<file path="src/rtl/adc_ddr_delay_calibrator_if.sv">
// ---------------------------------------------------------------------------
// adc_ddr_delay_calibrator_if
// Signal bundle between one delay calibrator and its surroundings: the
// training request, the capture block's pattern-check result, the IDELAY
// tap code and load strobe, and the calibration status/result.
//
// Handshake: cal_start is a level request that the calibrator accepts only
// while it is idle (IDLE, DONE or FAIL). Acceptance is the rising edge on
// which cal_busy goes high on the following cycle. While cal_busy is high
// further cal_start pulses are ignored. tap_load is a one-cycle strobe with
// tap_value valid in the same cycle; there is no back-pressure on it.
//
// modport master : the calibrator itself
// modport slave  : the environment (capture block / IDELAY / controller)
// state_dbg      : FSM state of the calibrator, for observation only
// ---------------------------------------------------------------------------
interface adc_ddr_delay_calibrator_if #(
    parameter int TAP_WIDTH = 5
) ();
    logic                 cal_start;
    logic                 test_pattern_valid;
    logic [TAP_WIDTH-1:0] tap_value;
    logic                 tap_load;
    logic                 cal_busy;
    logic                 cal_done;
    logic                 cal_fail;
    logic [TAP_WIDTH-1:0] win_start;
    logic [TAP_WIDTH:0]   win_len;
    logic [3:0]           state_dbg;

    modport master (
        input  cal_start, test_pattern_valid,
        output tap_value, tap_load, cal_busy, cal_done, cal_fail,
               win_start, win_len, state_dbg
    );

    modport slave (
        output cal_start, test_pattern_valid,
        input  tap_value, tap_load, cal_busy, cal_done, cal_fail,
               win_start, win_len, state_dbg
    );
endinterface

</file>
<file path="src/rtl/adc_ddr_delay_calibrator.sv">
// ---------------------------------------------------------------------------
// adc_ddr_delay_calibrator
// Per-channel IDELAY training controller. While the ADC sends its test
// pattern, every tap 0..2**TAP_WIDTH-1 is loaded, allowed to settle, and
// scored with test_pattern_valid. The longest contiguous run of passing taps
// is kept (earliest wins on a tie) and the tap at its lower-middle centre is
// loaded. If no tap passes, DEFAULT_TAP is loaded and the FAIL state entered.
//
// Ports
//   aclk     : capture clock, rising edge
//   aresetn  : asynchronous active-low reset
//   cal_if   : master side of adc_ddr_delay_calibrator_if
//              (cal_start, test_pattern_valid in; tap_value, tap_load,
//               cal_busy, cal_done, cal_fail, win_start, win_len,
//               state_dbg out)
// ---------------------------------------------------------------------------
module adc_ddr_delay_calibrator #(
    parameter int TAP_WIDTH     = 5,
    parameter int SETTLE_CYCLES = 16,
    parameter int CHECK_CYCLES  = 256,
    parameter int DEFAULT_TAP   = 16
) (
    input  logic aclk,
    input  logic aresetn,
    adc_ddr_delay_calibrator_if.master cal_if
);

    localparam int CNT_MAX = (SETTLE_CYCLES > CHECK_CYCLES) ? SETTLE_CYCLES : CHECK_CYCLES;
    localparam int CNT_W   = $clog2(CNT_MAX + 1);

    localparam logic [CNT_W-1:0]     SETTLE_LAST = CNT_W'(SETTLE_CYCLES - 1);
    localparam logic [CNT_W-1:0]     CHECK_LAST  = CNT_W'(CHECK_CYCLES - 1);
    localparam logic [TAP_WIDTH-1:0] TAP_MAX     = '1;
    localparam logic [TAP_WIDTH-1:0] DEF_TAP     = TAP_WIDTH'(DEFAULT_TAP);

    typedef enum logic [3:0] {
        S_IDLE,
        S_LOAD,
        S_SETTLE,
        S_CHECK,
        S_EVAL,
        S_CENTER,
        S_FINAL_LOAD,
        S_FINAL_SETTLE,
        S_DONE,
        S_FAIL
    } state_t;

    state_t state, state_nxt;

    logic [TAP_WIDTH-1:0] idx;
    logic [CNT_W-1:0]     cnt;
    logic                 tap_pass;
    logic [TAP_WIDTH-1:0] run_start;
    logic [TAP_WIDTH:0]   run_len;
    logic [TAP_WIDTH-1:0] best_start;
    logic [TAP_WIDTH:0]   best_len;
    logic [TAP_WIDTH-1:0] tap_q;
    logic                 no_window;

    logic                 idle_like;
    logic [TAP_WIDTH:0]   ext_len;
    logic [TAP_WIDTH-1:0] ext_start;
    logic                 win_close;
    logic [TAP_WIDTH:0]   center_sum;

    assign idle_like = (state == S_IDLE) || (state == S_DONE) || (state == S_FAIL);

    // Window bookkeeping for the EVAL cycle. A failing tap leaves the running
    // length untouched so that "closing" compares the window that just ended.
    // The last tap always closes, so a window reaching the top tap is scored.
    always_comb begin
        ext_len    = tap_pass ? (run_len + 1'b1) : run_len;
        ext_start  = (tap_pass && (run_len == '0)) ? idx : run_start;
        win_close  = !tap_pass || (idx == TAP_MAX);
        // Lower middle of the best window; best_start + (len-1)/2 never
        // exceeds the top tap, so the low TAP_WIDTH bits are exact.
        center_sum = {1'b0, best_start} + ((best_len - 1'b1) >> 1);
    end

    always_comb begin
        state_nxt = state;
        case (state)
            S_IDLE, S_DONE, S_FAIL: if (cal_if.cal_start) state_nxt = S_LOAD;
            S_LOAD:                 state_nxt = S_SETTLE;
            S_SETTLE:               if (cnt == SETTLE_LAST) state_nxt = S_CHECK;
            S_CHECK:                if (!cal_if.test_pattern_valid || (cnt == CHECK_LAST)) state_nxt = S_EVAL;
            S_EVAL:                 state_nxt = (idx == TAP_MAX) ? S_CENTER : S_LOAD;
            S_CENTER:               state_nxt = S_FINAL_LOAD;
            S_FINAL_LOAD:           state_nxt = S_FINAL_SETTLE;
            S_FINAL_SETTLE:         if (cnt == SETTLE_LAST) state_nxt = no_window ? S_FAIL : S_DONE;
            default:                state_nxt = S_IDLE;
        endcase
    end

    always_ff @(posedge aclk or negedge aresetn) begin
        if (!aresetn) begin
            state <= S_IDLE;
        end else begin
            state <= state_nxt;
        end
    end

    always_ff @(posedge aclk or negedge aresetn) begin
        if (!aresetn) begin
            idx        <= '0;
            cnt        <= '0;
            tap_pass   <= 1'b0;
            run_start  <= '0;
            run_len    <= '0;
            best_start <= '0;
            best_len   <= '0;
            tap_q      <= DEF_TAP;
            no_window  <= 1'b0;
        end else begin
            case (state)
                S_IDLE, S_DONE, S_FAIL: begin
                    if (cal_if.cal_start) begin
                        idx        <= '0;
                        cnt        <= '0;
                        tap_pass   <= 1'b0;
                        run_start  <= '0;
                        run_len    <= '0;
                        best_start <= '0;
                        best_len   <= '0;
                        tap_q      <= '0;
                        no_window  <= 1'b0;
                    end
                end
                S_SETTLE, S_FINAL_SETTLE: begin
                    cnt <= (cnt == SETTLE_LAST) ? '0 : cnt + 1'b1;
                end
                S_CHECK: begin
                    if (!cal_if.test_pattern_valid) begin
                        tap_pass <= 1'b0;
                        cnt      <= '0;
                    end else if (cnt == CHECK_LAST) begin
                        tap_pass <= 1'b1;
                        cnt      <= '0;
                    end else begin
                        cnt <= cnt + 1'b1;
                    end
                end
                S_EVAL: begin
                    if (win_close) begin
                        run_len <= '0;
                        if (ext_len > best_len) begin
                            best_len   <= ext_len;
                            best_start <= ext_start;
                        end
                    end else begin
                        run_len   <= ext_len;
                        run_start <= ext_start;
                    end
                    if (idx != TAP_MAX) begin
                        idx   <= idx + 1'b1;
                        tap_q <= idx + 1'b1;
                    end
                end
                S_CENTER: begin
                    if (best_len != '0) begin
                        tap_q <= center_sum[TAP_WIDTH-1:0];
                    end else begin
                        tap_q     <= DEF_TAP;
                        no_window <= 1'b1;
                    end
                end
                default: ;
            endcase
        end
    end

    assign cal_if.tap_value = tap_q;
    assign cal_if.tap_load  = (state == S_LOAD) || (state == S_FINAL_LOAD);
    assign cal_if.cal_busy  = !idle_like;
    assign cal_if.cal_done  = (state == S_DONE);
    assign cal_if.cal_fail  = (state == S_FAIL);
    assign cal_if.win_start = best_start;
    assign cal_if.win_len   = best_len;
    assign cal_if.state_dbg = state;

endmodule

</file>
<file path="src/flat_wrapper.sv">
// flat-port wrapper written by rule: the top's interface ports become plain ports
module adc_ddr_delay_calibrator_flat 
#(
    parameter int TAP_WIDTH     = 5,
    parameter int SETTLE_CYCLES = 16,
    parameter int CHECK_CYCLES  = 256,
    parameter int DEFAULT_TAP   = 16
)
  (aclk, aresetn, cal_if_cal_start, cal_if_test_pattern_valid, cal_if_tap_value, cal_if_tap_load, cal_if_cal_busy, cal_if_cal_done, cal_if_cal_fail, cal_if_win_start, cal_if_win_len, cal_if_state_dbg);
  adc_ddr_delay_calibrator_if #(.TAP_WIDTH(TAP_WIDTH)) cal_if_i ();
  input  logic aclk;
  input  logic aresetn;
  input wire logic [$bits(cal_if_i.cal_start)-1:0] cal_if_cal_start;
  input wire logic [$bits(cal_if_i.test_pattern_valid)-1:0] cal_if_test_pattern_valid;
  output wire logic [$bits(cal_if_i.tap_value)-1:0] cal_if_tap_value;
  output wire logic [$bits(cal_if_i.tap_load)-1:0] cal_if_tap_load;
  output wire logic [$bits(cal_if_i.cal_busy)-1:0] cal_if_cal_busy;
  output wire logic [$bits(cal_if_i.cal_done)-1:0] cal_if_cal_done;
  output wire logic [$bits(cal_if_i.cal_fail)-1:0] cal_if_cal_fail;
  output wire logic [$bits(cal_if_i.win_start)-1:0] cal_if_win_start;
  output wire logic [$bits(cal_if_i.win_len)-1:0] cal_if_win_len;
  output wire logic [$bits(cal_if_i.state_dbg)-1:0] cal_if_state_dbg;
  assign cal_if_i.cal_start = cal_if_cal_start;
  assign cal_if_i.test_pattern_valid = cal_if_test_pattern_valid;
  assign cal_if_tap_value = cal_if_i.tap_value;
  assign cal_if_tap_load = cal_if_i.tap_load;
  assign cal_if_cal_busy = cal_if_i.cal_busy;
  assign cal_if_cal_done = cal_if_i.cal_done;
  assign cal_if_cal_fail = cal_if_i.cal_fail;
  assign cal_if_win_start = cal_if_i.win_start;
  assign cal_if_win_len = cal_if_i.win_len;
  assign cal_if_state_dbg = cal_if_i.state_dbg;
  adc_ddr_delay_calibrator #(.TAP_WIDTH(TAP_WIDTH), .SETTLE_CYCLES(SETTLE_CYCLES), .CHECK_CYCLES(CHECK_CYCLES), .DEFAULT_TAP(DEFAULT_TAP)) u_core (.aclk(aclk), .aresetn(aresetn), .cal_if(cal_if_i));
endmodule
</file>
<file path="config.mk">
export PLATFORM = sky130hd
export DESIGN_NAME = adc_ddr_delay_calibrator_flat
export DESIGN_NICKNAME = d
export VERILOG_FILES = /design/src/rtl/adc_ddr_delay_calibrator_if.sv /design/src/rtl/adc_ddr_delay_calibrator.sv /design/src/flat_wrapper.sv
export SDC_FILE = /design/constraint.sdc
export NUM_CORES = 1
export LEC_CHECK = 0
export CAP_MARGIN = 20
export CELL_PAD_IN_SITES_DETAIL_PLACEMENT = 0
export CELL_PAD_IN_SITES_GLOBAL_PLACEMENT = 1
export CORE_ASPECT_RATIO = 1.1
export CORE_UTILIZATION = 40
export CTS_CLUSTER_DIAMETER = 50
export CTS_CLUSTER_SIZE = 20
export DETAILED_ROUTE_END_ITERATION = 6
export PLACE_DENSITY = 0.74
export SYNTH_ARGS = -nofsm -noshare
export SYNTH_HDL_FRONTEND = slang
export SYNTH_SLANG_ARGS = --single-unit
export TNS_END_PERCENT = 20
</file>
<file path="constraint.sdc">
create_clock -name aclk -period 2.6 [get_ports aclk]
set_clock_uncertainty 0.05 [all_clocks]
set_input_delay 0.26 -clock aclk [delete_from_list [all_inputs] [get_ports aclk]]
set_output_delay 0.26 -clock aclk [all_outputs]
set_load 0.01 [all_outputs]
</file>
==> flow_summary.toml, run 1 <==
[status]
status = "completed"

[floorplanning]
io_pins = 28
dieArea_sq_um = 7700
coreArea_sq_um = 7050
initial_utilization_pct = 41.8
fp-row-count = 32
fp.dieH_microns = 92.0
die_width_microns = 83.8

[synthesis]
synth_cell_type_count = 51
ys_ff_latch = 47
syn_avg_cell_area_sq_um = 9.68
synth.area.top_cells = "dfrtp_1 39%, ha_1 8.1%, mux2_1 3.8%"
synth-edff-count = 0
ys.flop_type = "dfrtp_1"
syn_inst = 304
synth_top_area_cell = "dfrtp_1"
synth_top_area_share_pct = 39.1
synth_nets = 328
synthArstFlopShare_pct = 100
syn_area_sq_um = 2940
ys_seq_area_share_pct = 40.0
yosys_warnings = 0

[global_routing]
grt_pass1_vias = 2283
antenna_found_initial = 0
grt_overflow = 0
grt_pass1_wl_mm = 11.3
grt_max_degree = 24
grt.total_usage_pct = 18.6

[route]
totalWireLength_mm = 6.84
wl_per_cell_microns = 15.6
post_drt_via_cell_ratio = 5.34
drtIter0Drc = 102
drcViolationCount = 0
ant_nets = 0
drt-pass1-iter-count = 4
num_vias = 2340

[timing]
tightest_slew_ns = 0.568
slew_headroom_pct = 62.1
hold_viol = 0
fmax_mhz = 402
layout_setup_ws_ns = 0.110
setup_viol = 0
period_share_pct = 95.8
drv_slew = 0
rsz0062_at_grt = "yes"
min_period_ns = 2.49

[pwr]
power.internal_w = 0.00188
clkPwrFrac_pct = 17.6
vdd_drop_max_mv = 0.456
power.leakage_nw = 1.70
combPwrFrac_pct = 49.6
cellPowerDensity_nw_per_um2 = 857
p_sw_share_pct = 39.4
power_frac_seq_pct = 32.8
total_power_w = 0.00311
p_sw_w = 0.00123

[placement]
hpwl_mm = 5.13
dpl_worst_slack_ns = -0.0281
port_buffers = 27
gp_congestion = 0.792
dp.cells = 424
post_dp_cell_area_sq_um = 3390

[final_layout]
final_common_cell = "dfrtp_1"
area_delta_synth_final_pct = 23.2
diodes = 0
layoutNonFillerInstCount = 438
final_net_count = 376
mostFrequentLayoutCells = "46 x dfrtp_1, 26 x clkdlybuf4s50_1, 23 x inv_1, 23 x nand2_1, 23 x nor2_1"
design_area_sq_um = 3620
drive_above_1_share_pct = 18.7
final_util_pct = 51.4

[critical_path]
cp_slowest_cell = "dfrtp_1"
r2r_slack_ns = 0.11
cp_num_buf_inv = 2
required_ns = 2.74
worstPathMaxFanout = 6
cpPeakStageDelay_ns = 0.42
reg2reg_depth = 10
endpoint_kind = "register"
crit_family = "adder cells"
reg2reg_to = "u_core.cal_if.win_len[5]"
path_common_cell = "a31oi_1"
worstSetupPathType = "reg2reg"
start_kind = "register"
arrival_ns = 2.63
path_cells = "ha_2, nand4_1, xor2_1, inv_1, ha_4, and4_4, a31oi_1, a31oi_1, buf_4, mux2_4"
timing.rr.start = "u_core.run_len[1]"

[clock_tree]
cts-root-buf = "clkbuf_8"
cts_tree = "done"
insertion_delay_ns = 0.31
h-tree-depth = 2
numCtsBuffers = 5
cts.clk_slew.worst_paths_ns = 0.10
cts.sinks = 47
clock_path_buffers = 2

[worst_hold_path]
min_path_type = "in2async"

[job]
max_cap_viol_count = 0
## timing repair
action | in CTS | in global routing
setup endpoints to repair | 10 | 10
buffers inserted | 3 | 1
hold endpoints to repair | 21 | 0
pin swaps | 1 | 11
gates resized for setup | 2 | 18
cloned | 1 | 0
hold buffers | 1 | 0
## cells in the mapped netlist, drive strengths merged, types with 7 or more instances
library cell and n:
dfrtp 46, nor2 25, inv 24, nand2 24
ha 19, mux2 19, o21ai 19, a21oi 16
xnor2 11, nand3 10, nor3 9, mux2i 8
nor2b 7
## how the worst max path moves through the flow
stage | slack [ns] | depth (start not counted) | endpoint | startpoint
global placement | 0.07 | 11 | u_core.cal_if.win_start[3] | u_core.run_len[0]
detailed placement | -0.03 | 11 | u_core.cal_if.win_start[1] | u_core.run_len[0]
floorplan | 0.08 | 12 | u_core.cal_if.win_len[2] | u_core.tap_pass
global route | -0.07 | 10 | u_core.cal_if.win_len[5] | u_core.run_len[1]
CTS | 0.004 | 11 | u_core.cal_if.win_start[1] | u_core.run_len[0]
finish | 0.11 | 10 | u_core.cal_if.win_len[5] | u_core.run_len[1]
## state kept, by name, summed over array words and instances, names as in the netlist
signal	count
u_core.cal_if.state_dbg	4
u_core.cal_if.tap_value	5
u_core.cal_if.win_len	6
u_core.cal_if.win_start	5
u_core.cnt	9
u_core.idx	5
u_core.no_window	1
u_core.run_len	6
u_core.run_start	5
u_core.tap_pass	1
## power by group through the flow
stage                     registers [W]  logic, W  clock network (W)
after global routing            0.00104   0.00170           0.000592
after floorplan                0.000992   0.00101                  0
after global placement          0.00103   0.00145                  0
after CTS                       0.00102   0.00150           0.000557
final                           0.00102   0.00154           0.000546
after detailed placement        0.00103   0.00147                  0
## through the flow
step	hold WS (ns)	TNS (ns)
6_report	0.426	0
5_1_grt	0.461	-0.529
4_1_cts	0.441	0
3_5_place_dp	0.238	-0.175
3_3_place_gp	0.243	0
2_1_floorplan	-0.0856	0
## cell type report
cell class                      instances  area [sq um]
Fill cell                             661          3420
Sequential cell                        47          1180
Multi-Input combinational cell        224          1700
Tap cell                               85           106
Clock buffer                            5          68.8
Inverter                               24          90.1
Clock inverter                          3          43.8
Timing Repair Buffer                   50           440
## cell families after synthesis
| logic type | after synthesis | share of synthesized area, % |
|---|---|---|
| adder cells (fa/ha/maj) | 20 | 8.76 |
| AO/OA/AOI/OAI | 65 | 14.7 |
| XOR/XNOR | 15 | 4.46 |
| multiplexers | 27 | 9.99 |
| AND/OR/NAND/NOR | 97 | 17.3 |
| flip-flops | 47 | 40.0 |
| buffers and inverters | 33 | 4.72 |
## per-layer routing
| metal | part of all wire [%] | GRT usage (%) | routed length [microns] | up-vias |
|---|---|---|---|---|
| li1 | - | - | - | 1166 |
| met2 | 46 | 29.4 | 3180 | 36 |
| met1 | 50 | 26.3 | 3390 | 1130 |
| met3 | 2.6 | 3.06 | 176 | 8 |
| met5 | 0 | 0 | 0 | - |
| met4 | 1.4 | 5.23 | 95 | 0 |
Power figures use the tool's default switching activity.
==> run 2, diff against run 1 <==
--- a/config.mk
+++ b/config.mk
@@ -13,7 +13,7 @@
 export CTS_CLUSTER_DIAMETER = 50
 export CTS_CLUSTER_SIZE = 20
 export DETAILED_ROUTE_END_ITERATION = 6
-export PLACE_DENSITY = 0.74
+export PLACE_DENSITY = 0.72
 export SYNTH_ARGS = -nofsm -noshare
 export SYNTH_HDL_FRONTEND = slang
 export SYNTH_SLANG_ARGS = --single-unit
==> constraint.sdc (replaced) <==
create_clock -name aclk -period 2.54 [get_ports aclk]
set_clock_uncertainty 0.05 [all_clocks]
set_input_delay 0.254 -clock aclk [delete_from_list [all_inputs] [get_ports aclk]]
set_output_delay 0.254 -clock aclk [all_outputs]
set_load 0.01 [all_outputs]
==> flow_summary.toml, run 2 (synthesis results as in run 1) <==
[status]
status = "completed"

[clock_tree]
cts.sinks = 47
numCtsBuffers = 5
clock_path_buffers = 2
cts.clk_slew.worst_paths_ns = 0.09
cts_tree = "done"
h-tree-depth = 2
cts-root-buf = "clkbuf_8"
insertion_delay_ns = 0.30

[timing]
hold_viol = 0
tightest_slew_ns = 0.804
min_period_ns = 2.52
slew_headroom_pct = 46.4
layout_setup_ws_ns = 0.0189
rsz0062_at_grt = "yes"
fmax_mhz = 397
drv_slew = 0
setup_viol = 0
setup_tns_ns = 0
period_share_pct = 99.3

[critical_path]
worstPathMaxFanout = 6
required_ns = 2.67
path_cells = "ha_2, nand4_1, xor2_1, inv_1, ha_1, and4_4, o21ai_1, o211ai_1, a31oi_1, buf_4, mux2_4"
crit_family = "adder cells"
arrival_ns = 2.65
cp_slowest_cell = "dfrtp_1"
cp_num_buf_inv = 2
endpoint_kind = "register"
path_depth = 11
reg2reg_depth = 11
start_kind = "register"
cpPeakStageDelay_ns = 0.42
startpoint = "u_core.run_len[1]"
worstSetupPathType = "reg2reg"
timing.rr.start = "u_core.run_len[1]"

[final_layout]
final_common_cell = "dfrtp_1"
drive_above_1_share_pct = 18.6
nFillCells = 681
area_delta_synth_final_pct = 24.1
final_net_count = 377
diodes = 0
regMostFlops = "u_core.cnt"
layoutNonFillerInstCount = 439
largest_register_ffs = 9
mostFrequentLayoutCells = "46 x dfrtp_1, 26 x clkdlybuf4s50_1, 23 x inv_1, 23 x nand2_1, 23 x buf_4"

[global_routing]
grt_max_degree = 20
antenna_found_initial = 0
grt_pass1_wl_mm = 11.7
grt.busiest_layer = "met2"
grt_pass1_vias = 2374
grt.met2_usage_pct = 32.2
grt_overflow = 0
grt_use_met1_pct = 26.6
met3_usage_pct = 2.43
grt.total_usage_pct = 19.2

[placement]
dpl_worst_slack_ns = -0.0793
hpwl_mm = 5.18
port_buffers = 27
gp_congestion = 0.807
dp.cells = 425

[floorplanning]
dieArea_sq_um = 7700
die_width_microns = 83.8
fp-row-count = 32
initial_utilization_pct = 41.8
io_pins = 28
coreArea_sq_um = 7050
fp.dieH_microns = 92.0

[route]
drt-pass1-iter-count = 4
ant_nets = 0
totalWireLength_mm = 6.88
post_drt_via_cell_ratio = 5.32
drtIter0Drc = 70
drcViolationCount = 0
wl_per_cell_microns = 15.7
num_vias = 2335

[pwr]
total_power_w = 0.00323
cellPowerDensity_nw_per_um2 = 884
power.leakage_nw = 1.71
vdd_drop_max_mv = 0.548

[job]
max_cap_viol_count = 0

[worst_hold_path]
min_path_type = "in2async"
run 2: cell types whose count changed in the layout (fill, tap and decap cells not counted), sizes merged:
| cell | change |
|---|---|
| buf | +1 |
| clkbuf | +1 |
| clkinv | -2 |
| bufinv | +1 |
run 2: worst reg2reg max path: cells and delay by family, from the launching register on:
family                     cells  cell delay [ns]
AOI/OAI and AO/OA              3             0.40
DFF                            1             0.42
xor gates and xnor gates       1             0.18
buffers and inverters          2             0.28
muxes                          1             0.31
adders and majority gates      2             0.50
and+or+nand+nor                2             0.27
run 2: path summary, 6_finish.rpt:
check                                             endpoint  slack (ns)
worst max register to register    u_core.cal_if.win_len[2]        0.02
worst max-delay path              u_core.cal_if.win_len[2]        0.02
worst min-delay path                   u_core.run_start[2]        0.37
max in group asynchronous                  u_core.tap_pass        1.47
min in group aclk               u_core.cal_if.tap_value[2]        0.44
worst min register to register  u_core.cal_if.tap_value[2]        0.44
run 2: layer usage:
metal	part of all wire [%]	vias up
met1	48	1122
li1	-	1172
met3	2.0	6
met5	0	-
met2	49	35
met4	1.1	0
run 2: what timing repair did:
item	CTS	global route
gates cloned	1	0
hold endpoints to repair	16	0
endpoints found under the setup margin	10	11
pin swaps	4	9
hold buffers	1	0
gates resized for setup	6	13
buffers inserted	4	0
run 2: through the flow:
| step | utilization [%] | hold slack [ns] | area (sq um) |
|---|---|---|---|
| final | 51.8 | 0.370 | 3650 |
| after global routing | 51.8 | 0.397 | 3650 |
| after CTS | 51.2 | 0.374 | 3610 |
| after detailed placement | 48.3 | 0.165 | 3400 |
| after global placement | 48.3 | 0.162 | 3400 |
| after floorplan | - | -0.0916 | 2940 |
run 2: cell type report:
class / count / area [sq um] / area share [%]
Multi-Input combinational cell: 224 / 1700 / 46.5
Sequential cell: 47 / 1180 / 32.2
Timing Repair Buffer: 51 / 448 / 12.3
Tap cell: 85 / 106 / 2.91
Inverter: 24 / 90.1 / 2.47
Clock buffer: 6 / 72.6 / 1.99
Clock inverter: 2 / 60.1 / 1.64
run 2: where the power goes:
part / internal [W] / leakage, nW / switching, W / total (W)
registers: 0.000874 / 0.638 / 0.000171 / 0.00105
clock network: 0.000394 / 0.0654 / 0.000254 / 0.000647
logic: 0.000737 / 1.01 / 0.000802 / 0.00154
total: 0.00200 / 1.71 / 0.00123 / 0.00323
